===== src/rtl/uart_pkg.sv =====
// Shared definitions for the UART transmit scheduler: FSM encoding and parameter defaults.
// No logic here; the counter-width helper keeps zero-sized counters at one bit.
package uart_pkg;

  typedef enum logic [1:0] {
    ST_IDLE  = 2'd0,
    ST_START = 2'd1,
    ST_BUSY  = 2'd2,
    ST_GAP   = 2'd3
  } state_t;

  localparam int GAP_TICKS_DFLT     = 16;
  localparam int TIMEOUT_TICKS_DFLT = 2048;

  function automatic int cnt_width(input int max_val);
    return (max_val > 0) ? $clog2(max_val + 1) : 1;
  endfunction

endpackage


===== src/rtl/rr_arbiter.sv =====
// Round-robin search: first set request at or above pointer, wrapping at N-1.
// Purely combinational, zero latency; no backpressure (valid simply follows |req).
module rr_arbiter
  import uart_pkg::*;
#(
  parameter int N = 4,
  parameter int W = $clog2(N)
) (
  input  logic [N-1:0] req,
  input  logic [W-1:0] pointer,
  output logic         valid,
  output logic [W-1:0] winner
);

  logic [W:0] idx;

  always_comb begin
    valid  = 1'b0;
    winner = '0;
    idx    = '0;
    for (int i = 0; i < N; i++) begin
      // one extra bit so pointer+i can be folded back into 0..N-1 for non-power-of-two N
      idx = {1'b0, pointer} + (W+1)'(i);
      if (idx >= (W+1)'(N)) idx = idx - (W+1)'(N);
      if (!valid && req[idx[W-1:0]]) begin
        valid  = 1'b1;
        winner = idx[W-1:0];
      end
    end
  end

endmodule


===== src/rtl/uart_tx_scheduler.sv =====
// Shares one UART transmitter among N_REQ byte requesters, round-robin, with a tick-timed gap and BUSY timeout.
// Grant is registered one cycle after a request is seen in IDLE; requesters hold req/data until their ack pulse.
module uart_tx_scheduler
  import uart_pkg::*;
#(
  parameter int N_REQ         = 4,
  parameter int DBIT          = 8,
  parameter int GAP_TICKS     = GAP_TICKS_DFLT,
  parameter int TIMEOUT_TICKS = TIMEOUT_TICKS_DFLT
) (
  input  logic                     i_clk,
  input  logic                     i_reset,
  input  logic                     i_tick,
  input  logic [N_REQ-1:0]         i_req,
  input  logic [N_REQ*DBIT-1:0]    i_data,
  output logic [N_REQ-1:0]         o_ack,
  output logic                     o_tx_start,
  output logic [DBIT-1:0]          o_tx_data,
  input  logic                     i_tx_done,
  output logic [$clog2(N_REQ)-1:0] o_grant_id,
  output logic                     o_busy,
  output logic                     o_err
);

  localparam int IDW = $clog2(N_REQ);
  localparam int GW  = cnt_width(GAP_TICKS);
  localparam int TW  = cnt_width(TIMEOUT_TICKS);
  localparam logic [GW-1:0] GAP_LOAD = (GAP_TICKS > 0) ? GW'(GAP_TICKS - 1) : '0;
  localparam logic [TW-1:0] TO_LAST  = TW'(TIMEOUT_TICKS - 1);

  state_t           state, state_nxt;
  logic [IDW-1:0]   ptr, ptr_nxt;
  logic [GW-1:0]    gap_cnt, gap_nxt;
  logic [TW-1:0]    to_cnt, to_nxt;
  logic [N_REQ-1:0] ack_nxt;
  logic             start_nxt;
  logic             err_nxt;
  logic             busy_nxt;
  logic [DBIT-1:0]  data_nxt;
  logic [IDW-1:0]   gid_nxt;
  logic             arb_vld;
  logic [IDW-1:0]   arb_win;
  logic             to_hit;
  logic [DBIT-1:0]  req_bytes [N_REQ];

  always_comb begin
    for (int k = 0; k < N_REQ; k++) begin
      req_bytes[k] = i_data[k*DBIT +: DBIT];
    end
  end

  rr_arbiter #(
    .N (N_REQ),
    .W (IDW)
  ) u_arb (
    .req     (i_req),
    .pointer (ptr),
    .valid   (arb_vld),
    .winner  (arb_win)
  );

  assign to_hit = i_tick && (to_cnt == TO_LAST);

  always_comb begin
    state_nxt = state;
    ptr_nxt   = ptr;
    gap_nxt   = gap_cnt;
    to_nxt    = to_cnt;
    ack_nxt   = '0;
    start_nxt = 1'b0;
    err_nxt   = 1'b0;
    data_nxt  = o_tx_data;
    gid_nxt   = o_grant_id;

    case (state)
      ST_IDLE: begin
        if (arb_vld) begin
          state_nxt        = ST_START;
          data_nxt         = req_bytes[arb_win];
          gid_nxt          = arb_win;
          ack_nxt[arb_win] = 1'b1;
          ptr_nxt          = (arb_win == IDW'(N_REQ - 1)) ? '0 : arb_win + 1'b1;
        end
      end

      ST_START: begin
        state_nxt = ST_BUSY;
        start_nxt = 1'b1;
        to_nxt    = '0;
      end

      ST_BUSY: begin
        // a done pulse coinciding with the last timeout tick is a normal completion
        if (i_tx_done || to_hit) begin
          err_nxt = !i_tx_done;
          if (GAP_TICKS == 0) begin
            state_nxt = ST_IDLE;
          end else begin
            state_nxt = ST_GAP;
            gap_nxt   = GAP_LOAD;
          end
        end else if (i_tick && (to_cnt != '1)) begin
          to_nxt = to_cnt + 1'b1;
        end
      end

      ST_GAP: begin
        if (i_tick) begin
          if (gap_cnt == '0) state_nxt = ST_IDLE;
          else               gap_nxt   = gap_cnt - 1'b1;
        end
      end

      default: state_nxt = ST_IDLE;
    endcase

    busy_nxt = (state_nxt != ST_IDLE);
  end

  always_ff @(posedge i_clk or negedge i_reset) begin
    if (!i_reset) begin
      state      <= ST_IDLE;
      ptr        <= '0;
      gap_cnt    <= '0;
      to_cnt     <= '0;
      o_ack      <= '0;
      o_tx_start <= 1'b0;
      o_tx_data  <= '0;
      o_grant_id <= '0;
      o_busy     <= 1'b0;
      o_err      <= 1'b0;
    end else begin
      state      <= state_nxt;
      ptr        <= ptr_nxt;
      gap_cnt    <= gap_nxt;
      to_cnt     <= to_nxt;
      o_ack      <= ack_nxt;
      o_tx_start <= start_nxt;
      o_tx_data  <= data_nxt;
      o_grant_id <= gid_nxt;
      o_busy     <= busy_nxt;
      o_err      <= err_nxt;
    end
  end

endmodule


===== config.mk =====
export PLATFORM = sky130hd
export DESIGN_NAME = uart_tx_scheduler
export DESIGN_NICKNAME = d
export VERILOG_FILES = /design/src/rtl/uart_pkg.sv /design/src/rtl/rr_arbiter.sv /design/src/rtl/uart_tx_scheduler.sv
export SDC_FILE = /design/constraint.sdc
export NUM_CORES = 1
export LEC_CHECK = 0
export CORE_MARGIN = 2
export CORE_UTILIZATION = 49
export DETAILED_ROUTE_END_ITERATION = 6
export GPL_TIMING_DRIVEN = 0
export PLACE_DENSITY_LB_ADDON = 0.08
export SETUP_SLACK_MARGIN = 0.3
export SYNTH_ARGS = -nofsm -noshare
export SYNTH_HDL_FRONTEND = slang
export SYNTH_SLANG_ARGS = --single-unit

===== constraint.sdc =====
create_clock -name i_clk -period 2.8 [get_ports i_clk]
set_input_delay 0.28 -clock i_clk [delete_from_list [all_inputs] [get_ports i_clk]]
set_output_delay 0.28 -clock i_clk [all_outputs]
set_load 0.05 [all_outputs]

==> results.yml <==
yosys:
  yosysWarnings: 0
  ys_types: 48
  avgSynthCellArea_um2: 10.3
  muxShareOfSynthArea_pct: 7.10
  synth.top_cells.by_area: "dfrtp_1 45%, mux2i_1 7.1%, nand2_1 4.6%"
  synth_edf_count: 0
  ys.flop_type: "dfrtp_1"
  synth_area_leader_cell: "dfrtp_1"
  synth_top_family_by_area: "simple AND/OR/NAND/NOR gates"
  synth_fa_ha_area_share_pct: 4.14
  syn_area_mm2: 0.00211
  syn_nets: 252
  ys_ff_latch: 38
  syn_inst: 205
  post-synth-top-count-cell: "dfrtp_1"
  synthXorXnorAreaFrac_pct: 4.97
  synthArstFlopShare_pct: 100
  synth_compound_area_share_pct: 10.8
  synth_top_area_share_pct: 45.0
  yosys.area_share.simple_pct: 24.3
  yosys-top-cells-count: "38 x dfrtp_1, 26 x nand2_1, 20 x nor2_1"
  synth_seq_area_share_pct: 45.0
global_routing:
  grt_overflow: 0
  grt_use_total_pct: 18.8
  first_global_vias: 1673
  grt_max_degree: 39
  grt_pass1_wl_um: 7490
  antenna_found_initial: 0
worst_setup_path:
  worstPathRequired_ns: 2.98
  max_stage_delay_ns: 0.50
  worstSetupEndpointType: "flop"
  crit_path_top_delay_cell: "clkdlybuf4s50_1"
  crit_family: "buffers and inverters"
  critical_path_depth: 10
  start_kind: "primary input"
  cp.arrival_ns: 2.08
  path_common_cell: "nand2_1"
  reg2reg_depth: 9
  crit_type: "in2reg"
  cp_max_fo: 11
  worstPathCellList: "clkdlybuf4s50_1 -> nor2b_1 -> nor3_1 -> o22ai_1 -> buf_6 -> buf_12 -> inv_1 -> ha_1 -> nand2_1 -> nand2_1"
  path_buf_inv: 4
clock_tree:
  cts.hold.buffers_added: 0
  path_clk_slew_ns: 0.07
  cts_buffers: 5
  cts_tree: "yes"
  post_cts_buffers: 0
  cts_resized: 0
  clockRootBuffer: "clkbuf_8"
  insertion_delay_ns: 0.29
  clk_path_buf_depth: 2
  cts.sinks: 38
  htree_levels: 2
place:
  port_buffers: 56
  dp_hpwl_um: 3170
  place_congestion: 0.813
final_layout:
  utilization_pct: 69.4
  nFillCells: 326
  layout-drive-gt1-share_pct: 10.0
  nets: 315
  antenna_cells: 0
  areaGrowthSynthToFinish_pct: 34.3
  ff_latch_area_um2: 951
  multiInputGateArea_mm2: 0.00109
timing:
  rsz0062_at_grt: "false"
  drv_slew: 0
  hold_slack_ns: 0.0720
  clock.fmax_mhz: 526
  fin_crit_ns: 1.90
  finClkSkew_ns: 0.00571
  hold_viol: 0
  setup_viol: 0
  setup_tns_ns: 0
  post-route-period-util_pct: 67.9
  worstMarginPinSlew_ns: 0.795
  max-slew-margin-rel_pct: 47.0
route:
  vias_per_cell: 5.31
  drc: 0
  drt_first_pass_iters: 4
  first_iter_violations: 69
  routed_wl_um: 4240
  routedWlPerCell_um: 13.3
  vias: 1695
  ant_nets: 0
floorplanning:
  io_pins: 57
  die_area_mm2: 0.00485
  die_w_um: 69.7
  coreArea_mm2: 0.00409
  fp.dieH_um: 69.7
  rows: 23
  start_util_pct: 51.7
min_path:
  hp-class: "in2async"
power_and_ir_drop:
  irDropWorstVdd_mv: 0.398
  p_leak_nw: 1.25
  power_density_mw_per_mm2: 765
status:
  status: "completed"
job:
  drv_cap: 0
==> routing by layer <==
layer	share of wire (%)	track usage, %
met2	46	30.4
met5	0	0
met3	5.4	5.81
met1	47	24.8
met4	1.2	4.49
==> kinds of logic (layout without fill, tap and decap cells) <==
logic type      count (synthesis)  in the layout
compound gates                 28             28
xor+xnor                       12             12
fa+ha+maj                       7              7
buf+inv                        12             76
flops                          38             38
mux                            15             15
simple gates                   93             93
==> worst reg2reg max path: cells and delay by family (launching register included) <==
| kind | cells | cell delay, ns |
|---|---|---|
| fa+ha+maj | 1 | 0.29 |
| compound gates | 1 | 0.19 |
| simple gates | 4 | 0.39 |
| flops | 1 | 0.42 |
| buf+inv | 3 | 0.41 |
==> power breakdown <==
part,internal (W),leakage [nW],switching [W]
combinational,0.000400,0.716,0.000535
sequential,0.000678,0.479,0.000108
clock,0.000266,0.0524,0.000183
total,0.00134,1.25,0.000826
==> registers in the layout (all words and copies together) (netlist names), 2 cells and up <==
| register | flops |
|---|---|
| to_cnt | 12 |
| o_tx_data | 8 |
| gap_cnt | 5 |
| o_ack | 4 |
| o_grant_id | 2 |
| ptr | 2 |
| state | 2 |
==> worst paths after layout <==
kind | from | end | slack [ns]
max | i_req[0] | ptr[1] | 0.90
min | i_reset | gap_cnt[4] | 0.07
max reg2reg | ptr[0] | ptr[1] | 0.97
min reg2reg | o_grant_id[0] | o_grant_id[0] | 0.49
max in group asynchronous | i_reset | o_tx_data[1] | 2.22
min in group i_clk | o_grant_id[0] | o_grant_id[0] | 0.49
==> layout by cell type, fill, tap and decap left out, types with 5 or more instances in the layout <==
cell              n
dfrtp_1          38
ha_1              7
clkdlybuf4s50_1  55
nand3_1           8
and2_1            5
inv_1             5
o221ai_1          7
mux2i_1          15
clkbuf_8          5
nor2_1           20
xor2_1           11
nor3_1            5
nand2_1          26
nand4_1           5
==> metrics by stage <==
stage          instance area [um2]  worst slack (ns)  cells  power, W
6_report                      2840             0.899    319   0.00217
5_1_grt                       2840             0.749    319   0.00231
4_1_cts                       2840             0.873    319   0.00219
3_5_place_dp                  2730             0.583    311   0.00173
3_3_place_gp                  2740             0.565    311   0.00172
2_1_floorplan                 2110              1.21    205   0.00143
==> final cells by class <==
class                           count  share of cell area, %
Multi-Input combinational cell    155                   38.3
Clock inverter                      1                   1.06
Sequential cell                    38                   33.5
Timing Repair Buffer               56                   19.6
Clock buffer                        7                   2.69
Buffer                              7                   2.03
Tap cell                           50                   2.20
Inverter                            5                  0.661
No activity file was read; power rests on OpenSTA's default activity.
